<file path="config.mk">
export PLATFORM = sky130hd
export DESIGN_NAME = theta_diffuse
export DESIGN_NICKNAME = d
export VERILOG_FILES = /design/src/rtl/theta_diffuse.sv
export SDC_FILE = /design/constraint.sdc
export NUM_CORES = 1
export LEC_CHECK = 0
export BUFFER_PORTS_ARGS = -buffer_cell sky130_fd_sc_hd__buf_4
export CORE_MARGIN = 2
export CORE_UTILIZATION = 56
export CTS_BUF_LIST = sky130_fd_sc_hd__clkbuf_16
export CTS_CLUSTER_SIZE = 24
export DETAILED_ROUTE_END_ITERATION = 10
export PLACE_DENSITY = 0.82
export RECOVER_POWER = 25
export SLEW_MARGIN = 5
export SYNTH_ARGS = -nofsm -noshare
export SYNTH_HDL_FRONTEND = slang
export SYNTH_SLANG_ARGS = --single-unit
</file>
<file path="constraint.sdc">
create_clock -name clk -period 3.5 [get_ports clk]
set_input_delay 0.525 -clock clk [delete_from_list [all_inputs] [get_ports clk]]
set_output_delay 0.525 -clock clk [all_outputs]
set_load 0.005 [all_outputs]
</file>
<file path="src/rtl/theta_diffuse.sv">
// theta_diffuse: applies Keccak theta diffusion to the state, one z slice per beat.
// A full column-parity plane C[x][z] is loaded first. Then each state slice
// A[.][.][z] is XORed with D[x][z] = C[x-1][z] ^ C[x+1][z-1], and all indices wrap.
// Optional build macro THETA_PROTO_ERR_EN adds a sticky proto_err output.
// This output flags handshake misuse.

module theta_diffuse #(
  parameter int SLICES = 64,
  parameter int CNT_W  = 6
) (
  input  logic        clk,
  input  logic        rst_n,
  input  logic        start,
  input  logic        par_valid,
  output logic        par_ready,
  input  logic [4:0]  par_data,
  input  logic        st_valid,
  output logic        st_ready,
  input  logic [24:0] st_data,
  output logic        out_valid,
  input  logic        out_ready,
  output logic [24:0] out_data,
  output logic        done,
  output logic        busy
`ifdef THETA_PROTO_ERR_EN
  ,
  output logic        proto_err
`endif
);

  localparam logic [1:0] S_IDLE  = 2'd0;
  localparam logic [1:0] S_LOAD  = 2'd1;
  localparam logic [1:0] S_APPLY = 2'd2;
  localparam logic [1:0] S_DONE  = 2'd3;

  localparam logic [CNT_W-1:0] CNT_MAX = CNT_W'(SLICES - 1);
  localparam logic [CNT_W-1:0] CNT_ONE = CNT_W'(1);

  logic [1:0]       state;
  logic [CNT_W-1:0] in_cnt;
  logic [CNT_W-1:0] out_cnt;
  logic             in_last;   // all SLICES state beats accepted for this job

  logic [4:0]       par_mem [SLICES];
  logic [CNT_W-1:0] z_prev;
  logic [4:0]       c_cur;
  logic [4:0]       c_prev;
  logic [4:0]       d_col;

  logic             par_fire;
  logic             st_fire;
  logic             out_fire;

  // Handshake qualifiers and status outputs.
  // in_last stops input acceptance once every slice is taken, while the last result waits.
  assign par_ready = (state == S_LOAD);
  assign st_ready  = (state == S_APPLY) && !in_last && (!out_valid || out_ready);
  assign par_fire  = par_ready && par_valid;
  assign st_fire   = st_ready && st_valid;
  assign out_fire  = out_valid && out_ready;
  assign done      = (state == S_DONE);
  assign busy      = (state != S_IDLE);

  // Parity plane lookup. z-1 wraps modulo SLICES through the counter width.
  assign z_prev = in_cnt - CNT_ONE;
  assign c_cur  = par_mem[in_cnt];
  assign c_prev = par_mem[z_prev];

  // Diffusion column D[x][z] = C[(x+4)%5][z] ^ C[(x+1)%5][z-1].
  always_comb begin
    // NOTE: give every always_comb output a default first so no path infers a latch.
    d_col    = '0;
    d_col[0] = c_cur[4] ^ c_prev[1];
    d_col[1] = c_cur[0] ^ c_prev[2];
    d_col[2] = c_cur[1] ^ c_prev[3];
    d_col[3] = c_cur[2] ^ c_prev[4];
    d_col[4] = c_cur[3] ^ c_prev[0];
  end

  // Parity plane storage, written one row per accepted parity beat.
  always_ff @(posedge clk) begin
    // NOTE: storage is deliberately not reset. Every job rewrites all rows before any read.
    if (par_fire) begin
      par_mem[in_cnt] <= par_data;
    end
  end

  // Control FSM, slice counters and output register.
  always_ff @(posedge clk) begin
    // NOTE: sequential state uses non-blocking assignments so every register samples pre-edge values.
    if (!rst_n) begin
      state     <= S_IDLE;
      in_cnt    <= '0;
      out_cnt   <= '0;
      in_last   <= 1'b0;
      out_valid <= 1'b0;
      out_data  <= '0;
    end else begin
      case (state)
        S_IDLE: begin
          if (start) begin
            state   <= S_LOAD;
            in_cnt  <= '0;
            out_cnt <= '0;
            in_last <= 1'b0;
          end
        end
        S_LOAD: begin
          if (par_fire) begin
            in_cnt <= in_cnt + CNT_ONE;
            if (in_cnt == CNT_MAX) begin
              state  <= S_APPLY;
              in_cnt <= '0;
            end
          end
        end
        S_APPLY: begin
          if (st_fire) begin
            out_data <= st_data ^ {5{d_col}};
            in_cnt   <= in_cnt + CNT_ONE;
            if (in_cnt == CNT_MAX) begin
              in_last <= 1'b1;
            end
          end
          // A new accept overrides the drain of the old beat, so no bubble is added.
          if (st_fire) begin
            out_valid <= 1'b1;
          end else if (out_fire) begin
            out_valid <= 1'b0;
          end
          if (out_fire) begin
            out_cnt <= out_cnt + CNT_ONE;
            if (out_cnt == CNT_MAX) begin
              state <= S_DONE;
            end
          end
        end
        S_DONE: begin
          state <= S_IDLE;
        end
        default: begin
          state <= S_IDLE;
        end
      endcase
    end
  end

`ifdef THETA_PROTO_ERR_EN
  // Sticky protocol-error flag. Only reset clears it.
  always_ff @(posedge clk) begin
    if (!rst_n) begin
      proto_err <= 1'b0;
    end else if ((state == S_LOAD && st_valid) ||
                 (state == S_APPLY && par_valid) ||
                 (start && busy)) begin
      proto_err <= 1'b1;
    end
  end
`endif

endmodule

</file>
Word level (Yosys, flattened, before mapping)
Memories as Yosys holds them, arrays and structs flattened. A register that Yosys moved wholly into a read port is not among the register bits.
Cells that the tools add are included.
{"block": "totals", "in_bits": 36, "mem_count": 1, "regBits": 41, "elab_cells": 70, "ram_bits": 320}
{"block": "op_classes", "n_eq_ne": 12, "n_reduce_logical": 19, "addsub": 3, "bitwise_logic": 6, "n_mux": 23}
{"name": "par_mem", "depth": 64, "word_bits": 5, "read_ports": 2, "rd_clocked_by_memory_dff": 1, "write_ports": 1, "line": "44", "text": "logic [4:0] par_mem [SLICES];"}
{"cell": "$mux W6", "count": 7}
{"cell": "$xor A25 B25 Y25", "count": 1}
{"cell": "$pmux W6 S3", "count": 1}
{"cell": "$add A6 B1 Y6 const B", "count": 2}
{"cell": "$eq A6 B6 Y1 const B", "count": 2}
{"cell": "$pmux W6 S2", "count": 1}
{"cell": "$mux W2", "count": 5}
{"cell": "$ne A2 B1 Y1 const B", "count": 4}
{"cell": "$pmux W2 S4", "count": 1}
{"cell": "$reduce_and A4 Y1", "count": 2}
{"cell": "$mux W1", "count": 7}
{"cell": "$ne A2 B2 Y1 const B", "count": 3}
{"cell": "$reduce_bool A2 Y1", "count": 3}
{"cell": "$sub A6 B1 Y6 const B", "count": 1}
{"cell": "$logic_and A1 B1 Y1", "count": 5}
{"cell": "$reduce_and A5 Y1", "count": 1}
{"cell": "$xor A1 B1 Y1", "count": 5}
{"cell": "$eq A2 B2 Y1 const B", "count": 2}
{"cell": "$reduce_and A2 Y1", "count": 2}
{"cell": "$reduce_and A3 Y1", "count": 1}
{"cell": "$reduce_bool A3 Y1", "count": 1}
{"cell": "$eq A2 B1 Y1 const B", "count": 1}
{"cell": "$logic_not A1 Y1", "count": 2}
{"cell": "$logic_not A2 Y1", "count": 1}
{"cell": "2 further kinds", "count": 2}

Logic depth before layout (Yosys ltp)
Gate-level depths: netlist of run 1.
{"block": "depth", "word_depth": 8, "mapped_depth": 18}

Worst setup path after synthesis of run 1
Ideal clock, no wire load.
{"block": "synth_path", "path_type": "flip-flop to flip-flop", "startpoint": "reg in_cnt[0]", "endpoint": "reg out_data[11]", "n_path_buf": 9, "period_less_slack_ns": 3.534, "arrival_time_ns": 3.455, "path_stages_with_launch": 19, "slack_ns": -0.034, "cell_sequence": "dfxtp_1 buf_6 buf_12 buf_6 inv_1 buf_2 ha_1 buf_2 xor2_1 buf_4 buf_2 buf_4 buf_4 mux2i_1 o221ai_1 o32ai_2 xor2_2 nand4b_1 o211ai_1"}
{"block": "synth_via", "elab_chain_cells": 4}
{"item": "from (decl)", "line": "40", "text": "logic [CNT_W-1:0] in_cnt;"}
{"item": "from (signal assigned)", "line": "110", "text": "in_cnt <= in_cnt + CNT_ONE;"}
{"item": "from (signal assigned)", "line": "120", "text": "in_cnt <= in_cnt + CNT_ONE;"}
{"item": "$sub A6 B1 Y6", "line": "65", "text": "assign z_prev = in_cnt - CNT_ONE;"}
{"item": "$mem_v2 Z64 W5"}
{"item": "$xor A1 B1 Y1", "line": "74", "text": "d_col[1] = c_cur[0] ^ c_prev[2];"}
{"item": "$xor A25 B25 Y25", "line": "119", "text": "out_data <= st_data ^ {5{d_col}};"}
{"item": "to (signal assigned)", "line": "119"}
{"item": "to (decl)", "line": "22", "text": "output logic [24:0] out_data,"}
No other way between the ends.
A chain may end at the register's enable or synchronous reset.

Final worst setup path of run 1
{"block": "layout_path", "startpoint": "reg in_cnt[1]", "endpoint": "reg out_data[7]"}
{"block": "layout_via", "elab_chain_cells": 4}
{"item": "$sub A6 B1 Y6", "line": "65"}
{"item": "$mem_v2 Z64 W5"}
{"item": "$xor A1 B1 Y1", "line": "75", "text": "d_col[2] = c_cur[1] ^ c_prev[3];"}
{"item": "$xor A25 B25 Y25", "line": "119"}
No other way between the ends.

==> results of run 1 <==
## cell families after synthesis
logic type,Yosys count,share of synthesized area
flops,367,0.586
simple gates,266,0.0714
mux,210,0.227
compound gates,138,0.0543
buf+inv,96,0.0321
xor+xnor,32,0.0241
fa+ha+maj,7,0.00487
## sequential cells by signal, indices dropped and copies added, names as in the netlist, named ones only
register   flops
in_cnt         6
out_cnt        6
state          2
par_mem      320
in_last        1
out_valid      1
out_data      25
## layer usage
layer | global-route usage | share of wire | vias up
met2 | 0.448 | 0.47 | 874
met3 | 0.0729 | 0.12 | 180
met1 | 0.375 | 0.36 | 5779
li1 | - | - | 4650
met4 | 0.126 | 0.049 | 0
met5 | 0 | 0 | -
## Yosys cell counts (21+ instances only)
master / instances
edfxtp_1: 320
mux4_2: 129
nor2_1: 94
mux2i_1: 53
nand2_1: 51
dfxtp_1: 47
nand3_1: 40
o21ai_0: 27
a21oi_1: 25
buf_2: 25
clkbuf_1: 24
mux4_1: 21
## worst max-delay path, delay by kind of cell, from the launching register on
family	cells	cell delay, ns
buffers and inverters	3	0.61
muxes	2	0.62
AOI/OAI and AO/OA	3	0.70
adders and majority gates	1	0.43
xor gates and xnor gates	1	0.39
DFF	1	0.33
and+or+nand+nor	1	0.08
## final cells by class
| type | count | area [µm²] | area share |
|---|---|---|---|
| Clock buffer | 41 | 1030 | 0.0512 |
| Clock inverter | 27 | 173 | 0.00862 |
| Inverter | 10 | 37.5 | 0.00187 |
| Multi-Input combinational cell | 653 | 6890 | 0.344 |
| Sequential cell | 367 | 10600 | 0.527 |
| Tap cell | 402 | 503 | 0.0251 |
| Timing Repair Buffer | 104 | 837 | 0.0418 |
## stage by stage
stage | utilization | power [mW] | worst slack, ns
after floorplan | - | 8.06 | 0.0195
after global placement | 0.597 | 9.11 | 0.374
after detailed placement | 0.597 | 9.20 | 0.284
after CTS | 0.635 | 13.1 | 0.257
after global routing | 0.635 | 13.5 | 0.0352
final | 0.635 | 13.1 | 0.199
## power groups by stage
stage / Combinational, mW / Sequential (mW) / Clock [mW]
floorplan: 3.08 / 4.98 / 0
global placement: 4.07 / 5.04 / 0
detailed placement: 4.15 / 5.05 / 0
CTS: 4.19 / 4.95 / 3.93
global route: 4.45 / 4.97 / 4.10
finish: 4.25 / 4.96 / 3.90
## final timing paths
check             slack [ns]                        to
hold reg to reg         0.50   out_cnt[5]$_SDFFE_PN0P_
hold / removal          0.29  out_data[3]$_SDFFE_PN0P_
setup / recovery        0.20  out_data[7]$_SDFFE_PN0P_
setup reg to reg        0.20  out_data[7]$_SDFFE_PN0P_
==> reports/metrics.cfg, run 1 <==
[finish]
final_area_um2=20000
final_nets=1218
mostFrequentLayoutCell=edfxtp_1
instances_no_fill=1604
layout_common_cells=edfxtp_1, mux4_2, nor2_1
n_fill_cell=2108
area.growth.synth_to_final_pct=11.3
antennaDiodeCount=0
drive_gt1_frac=0.259

[logic_synthesis]
async_flop_share=0
synth_edf_count=320
synth.avg_cell_area_um2=16.1
synth_fp_nets=1159
yosysSeqAreaShare=0.586
syn_area_um2=18000
ys_ff_latch=367
yosys_most_used_dff=edfxtp_1
yosys_warnings=0
synth_area_leaders=edfxtp_1, mux4_2, dfxtp_1
synth_top_area_cell=edfxtp_1
syn_inst=1116
yosysTopAreaCellShare=0.534
yosys.cell_types.count=65

[floorplanning]
dieArea_um2=33600
die_w_um=183
start_util=0.570
die_y_um=183
rows=65
pin_count=66
core_area_um2=31600

[flow_run]
drv_cap=5

[routing]
wl_per_cell_um=29.1
firstDrtPassIters=6
routed_wl_mm=46.7
viasPerCell=7.16
vias=11483
drtIter0Drc=1692
route.detailed.drc=0
antenna_left=0

[clock_network]
cts-root-buf=clkbuf_16
cts_tree=done
clk_path_buf_depth=3
cts.sinks=367
insertion_delay_ns=0.53
cts-resized-gates=0
h-tree-depth=2
cts_setup_buffers=0
cts_hold_buf=0
path_clk_slew_ns=0.06
cts-buffers-inserted=39

[timing]
fin_crit_sh=0.943
finalHoldViolCount=0
clock_skew_ns=0.0188
clock.fmax_ghz=0.303
worst_slew_pin_slew_ns=2.89
rsz0062_at_grt=false
whs_ns=0.287
slew-limit-headroom=-0.928
setup-tns-final_ns=0
layout_min_cycle_time_ns=3.30
setup_viol=0
final_max_slew_viol_count=325

[pwr]
switchingPower_mw=4.01
seqPwrFrac=0.379
vdd_drop_max_v=0.000484
p_sw_frac=0.306
pwr-share-clk=0.298
p_leak_nw=6.51
powerDensity_nw_per_um2=655
internal_power_mw=9.10
power_frac_comb=0.324

[worst_setup_path]
slowest_stage=ha_4
crit_chain=inv_1, ha_4, buf_12, buf_4, mux4_2, mux2i_1, o221ai_1, o22a_1, xnor3_1, o21a_1, nor2_1
crit_path_start=in_cnt[1]$_SDFFE_PN0N_
crit_path_start_kind=flop
worst-setup-path-type=flop to flop
reg2regPathDepth=11
r2r-start=in_cnt[1]$_SDFFE_PN0N_
crit_required_ns=3.95
cp.arrival_ns=3.75
cpPeakStageDelay_ns=0.43
critPathMaxFanout=26
critPathCaptureType=flop

[grt]
overflow=0
grt_antenna_before_repair=0
grt_pass1_vias=11277
grt_usage=0.283
grt_pass1_wl_mm=70.3
grt_max_degree=65

[placed_design]
gp_congestion=0.946
placed_area_um2=18900
numPortBuffers=65
dp_cells=1536
hpwl_mm=30.8

[hold_path]
hold_path.class=input pin to flop
min_path_cells=3
worstHoldStart=st_data[3]

[run_status]
status=complete, but fails checks
violations=max-capacitance violations, max-slew violations

(Power assumes the default switching activity.)
==> run 2, diff against run 1 <==
--- a/config.mk
+++ b/config.mk
@@ -7,11 +7,11 @@
 export LEC_CHECK = 0
 export BUFFER_PORTS_ARGS = -buffer_cell sky130_fd_sc_hd__buf_4
 export CORE_MARGIN = 2
-export CORE_UTILIZATION = 56
+export CORE_UTILIZATION = 30
 export CTS_BUF_LIST = sky130_fd_sc_hd__clkbuf_16
 export CTS_CLUSTER_SIZE = 24
 export DETAILED_ROUTE_END_ITERATION = 10
-export PLACE_DENSITY = 0.82
+export PLACE_DENSITY = 0.52
 export RECOVER_POWER = 25
 export SLEW_MARGIN = 5
 export SYNTH_ARGS = -nofsm -noshare
==> reports/metrics.cfg, run 2 (same netlist as run 1, synthesis figures left out) <==
[pwr]
vdd_drop_max_v=0.000311
power_frac_comb=0.315
seqPwrFrac=0.354
pwr-share-clk=0.331
p_sw_frac=0.305
p_leak_nw=6.76
internal_power_mw=9.79
switchingPower_mw=4.29
powerDensity_nw_per_um2=671

[clock_network]
cts_hold_buf=0
clk_path_buf_depth=3
cts.sinks=367
h-tree-depth=2
cts_setup_buffers=0
insertion_delay_ns=0.58
cts-buffers-inserted=41
cts-root-buf=clkbuf_16
cts_tree=done
cts-resized-gates=0
path_clk_slew_ns=0.07

[timing]
slew-limit-headroom=-1.08
fin_crit_sh=0.941
whs_ns=0.239
clock.fmax_ghz=0.304
clock_skew_ns=0.0288
layout_setup_ws_ns=0.205
finalHoldViolCount=0
layout_min_cycle_time_ns=3.29
final_max_slew_viol_count=260
rsz0062_at_grt=false
setup_viol=0
worst_slew_pin_slew_ns=3.13
setup-tns-final_ns=0

[floorplanning]
pin_count=66
core_area_um2=59100
start_util=0.304
die_y_um=249
dieArea_um2=61900
die_w_um=249
rows=89

[finish]
antennaDiodeCount=0
largest_reg_flops=320
final_util=0.355
reg_top3=par_mem x320, out_data x25
multiInputGateArea_um2=6910
n_fill_cell=5506
drive_gt1_frac=0.283
layout_common_cells=edfxtp_1, mux4_2, buf_4
final_nets=1240
regArea_um2=10600
mostFrequentLayoutCell=edfxtp_1
regMostFlops=par_mem
area.growth.synth_to_final_pct=16.6

[worst_setup_path]
crit_required_ns=4.00
worst-setup-path-type=flop to flop
critPathMaxFanout=22
cp.arrival_ns=3.79
crit_path_start_kind=flop
critPathCaptureType=flop

[routing]
firstDrtPassIters=5
viasPerCell=5.51
antenna_left=0
wl_per_cell_um=25.7
route.detailed.drc=0
drtIter0Drc=1210
routed_wl_mm=51.6
vias=11025

[grt]
grt_usage=0.166
grt_pass1_wl_mm=76.1
overflow=0
grt_max_degree=65
grt_pass1_vias=11151
grt_antenna_before_repair=0

[run_status]
violations=max-capacitance violations, max-slew violations
status=complete, but fails checks

[placed_design]
numPortBuffers=65
dpl_worst_slack_ns=0.123
gp_congestion=0.876
hpwl_mm=35.9

[hold_path]
hold_path.class=input pin to flop

[flow_run]
drv_cap=4

==> run 2: metrics by stage <==
step	std cells	power, mW	cell area [µm²]
2_1_floorplan	1116	8.06	18000
3_3_place_gp	1927	9.45	19500
3_5_place_dp	1927	9.48	19500
4_1_cts	2002	14.2	21000
5_1_grt	2002	14.6	21000
6_report	2002	14.1	21000
==> run 2: path summary, 6_finish.rpt <==
check	depth (start not counted)	startpoint	slack, ns	endpoint
worst max-delay path	8	flop	0.21	out_data[18]$_SDFFE_PN0P_
worst min-delay path	3	st_data[1]	0.24	out_data[1]$_SDFFE_PN0P_
worst max register to register	8	flop	0.21	out_data[18]$_SDFFE_PN0P_
worst min register to register	2	out_cnt[5]$_SDFFE_PN0P_	0.48	out_cnt[5]$_SDFFE_PN0P_
==> run 2: final cells by class <==
type,instances,share of cell area
tap,773,0.0461
timing repair buffer,124,0.0496
sequential,367,0.504
inverter,10,0.00179
clock buffer,43,0.0513
clock inverter,32,0.0182
multi-input combinational,653,0.329
==> run 2: power by group through the flow <==
stage | clock (mW) | sequential (mW) | combinational (mW)
floorplan | 0 | 4.98 | 3.08
global placement | 0 | 5.07 | 4.38
detailed placement | 0 | 5.07 | 4.41
CTS | 4.75 | 4.98 | 4.42
global route | 4.93 | 5.00 | 4.70
finish | 4.66 | 4.99 | 4.43
==> run 2: worst max-delay path: stages, from the launching register on <==
cell      delay, ns
dfxtp_4        0.68
buf_4          0.28
mux4_2         0.56
a221oi_1       0.52
nor3_1         0.12
nor3_2         0.41
xor2_4         0.36
nand4b_1       0.15
o211ai_1       0.11
==> run 2: layer usage <==
layer,vias up,track usage,wire length (µm)
li1,4716,-,-
met1,5706,0.228,22600
met2,507,0.258,23500
met3,96,0.0341,3540
met4,0,0.0667,1840
met5,-,0,0
==> run 3, diff against run 2 <==
--- a/config.mk
+++ b/config.mk
@@ -7,11 +7,11 @@
 export LEC_CHECK = 0
 export BUFFER_PORTS_ARGS = -buffer_cell sky130_fd_sc_hd__buf_4
 export CORE_MARGIN = 2
-export CORE_UTILIZATION = 30
+export CORE_UTILIZATION = 40
 export CTS_BUF_LIST = sky130_fd_sc_hd__clkbuf_16
 export CTS_CLUSTER_SIZE = 24
 export DETAILED_ROUTE_END_ITERATION = 10
-export PLACE_DENSITY = 0.52
+export PLACE_DENSITY = 0.64
 export RECOVER_POWER = 25
 export SLEW_MARGIN = 5
 export SYNTH_ARGS = -nofsm -noshare
==> reports/metrics.cfg, run 3 (same netlist as run 1, synthesis figures left out) <==
[run_status]
status=complete, but fails checks
violations=max-capacitance violations, max-slew violations

[worst_setup_path]
critPathCaptureType=flop
cp.arrival_ns=3.85
r2r_end=out_data[8]$_SDFFE_PN0P_
crit_path_start_kind=flop
cpPeakStageDelay_ns=0.63
crit_required_ns=3.95
critPathMaxFanout=15
worst-setup-path-type=flop to flop
reg2regPathDepth=10
r2r_slack_ns=0.10
slowest_stage=a221oi_1
crit_chain=buf_12, mux4_2, a22o_1, a221oi_1, o22ai_1, nor3_2, xor2_2, buf_4, nand4b_1, o211ai_1

[clock_network]
cts-resized-gates=0
cts_hold_buf=0
cts-buffers-inserted=40
cts.sinks=367
insertion_delay_ns=0.55
cts_tree=done
path_clk_slew_ns=0.06
cts_setup_buffers=0
clk_path_buf_depth=3
h-tree-depth=2
cts-root-buf=clkbuf_16

[finish]
layout_common_cells=edfxtp_1, mux4_2, buf_4
reg_top3=par_mem x320, out_data x25
area.growth.synth_to_final_pct=13.4
largest_reg_flops=320
final_nets=1223
mostFrequentLayoutCell=edfxtp_1
final_area_um2=20400
drive_gt1_frac=0.262
regMostFlops=par_mem
antennaDiodeCount=0
n_fill_cell=3853

[grt]
grt_max_degree=65
grt_pass1_vias=10968
grt_pass1_wl_mm=70.7
grt_antenna_before_repair=0
overflow=0
grt_usage=0.203

[routing]
viasPerCell=6.12
route.detailed.drc=0
antenna_left=0
routed_wl_mm=47.6
vias=11033
drtIter0Drc=1374
firstDrtPassIters=5
wl_per_cell_um=26.4

[hold_path]
hold_path.class=input pin to flop
worstHoldEndpoint=out_data[21]$_SDFFE_PN0P_
min_path_cells=3
worstHoldStart=st_data[21]

[floorplanning]
die_w_um=216
die_y_um=216
core_area_um2=44300
dieArea_um2=46700
rows=77
start_util=0.406
pin_count=66

[timing]
rsz0062_at_grt=false
slew-limit-headroom=-0.864
setup_viol=0
fin_crit_sh=0.971
worst_slew_pin_slew_ns=2.80
layout_setup_ws_ns=0.100
setup-tns-final_ns=0
finalHoldViolCount=0
clock_skew_ns=0.0214
final_max_slew_viol_count=260
layout_min_cycle_time_ns=3.40
clock.fmax_ghz=0.294

[placed_design]
placed_area_um2=19100
dpl_worst_slack_ns=0.324
numPortBuffers=65
gp_congestion=0.977
hpwl_mm=32.5

[pwr]
vdd_drop_max_v=0.000428
powerDensity_nw_per_um2=656
p_leak_nw=6.61

[flow_run]
drv_cap=4

## run 3: cell type report
cell class | instances | area (µm²) | area share
flip-flops and latches | 367 | 10600 | 0.518
clock buffers | 41 | 1030 | 0.0503
well taps | 592 | 741 | 0.0363
inverters | 10 | 37.5 | 0.00184
repair buffers | 108 | 896 | 0.0439
multi-input cells | 653 | 6890 | 0.338
clock inverters | 33 | 249 | 0.0122
## run 3: power by group
part	switching, mW	internal, mW
Sequential	0.111	4.85
Combinational	2.26	2.03
Clock	1.70	2.42
Total	4.07	9.30
## run 3: worst max-delay path, delay by kind of cell (launching register included)
kind,cells,cell delay (ns)
and+or+nand+nor,2,0.48
muxes,1,0.51
DFF,1,0.48
buffers and inverters,2,0.42
AOI/OAI and AO/OA,4,1.25
xor gates and xnor gates,1,0.15
## run 3: how the worst max path moves through the flow
stage / depth (start not counted) / to / start
5_1_grt: 10 / out_data[8]$_SDFFE_PN0P_ / flop
3_5_place_dp: 11 / out_data[0]$_SDFFE_PN0P_ / in_cnt[0]$_SDFFE_PN0N_
4_1_cts: 11 / out_data[15]$_SDFFE_PN0P_ / in_cnt[0]$_SDFFE_PN0N_
3_3_place_gp: 11 / out_data[0]$_SDFFE_PN0P_ / in_cnt[0]$_SDFFE_PN0N_
2_1_floorplan: 17 / out_data[2]$_SDFFE_PN0P_ / in_cnt[0]$_SDFFE_PN0N_
6_report: 10 / out_data[8]$_SDFFE_PN0P_ / flop
## run 3: stage by stage
stage / utilization / power, mW / instances / hold slack [ns]
6_report: 0.460 / 13.4 / 1804 / 0.285
5_1_grt: 0.460 / 13.9 / 1804 / 0.291
4_1_cts: 0.461 / 13.4 / 1804 / 0.273
3_5_place_dp: 0.432 / 9.32 / 1730 / 0.482
3_3_place_gp: 0.432 / 9.27 / 1730 / 0.464
2_1_floorplan: - / 8.06 / 1116 / 0.450
## run 3: per-layer routing
metal / GRT usage / vias up / part of all wire
li1: - / 4672 / -
met1: 0.278 / 5653 / 0.41
met2: 0.313 / 590 / 0.46
met3: 0.0467 / 118 / 0.094
met4: 0.0829 / 0 / 0.043
met5: 0 / - / 0
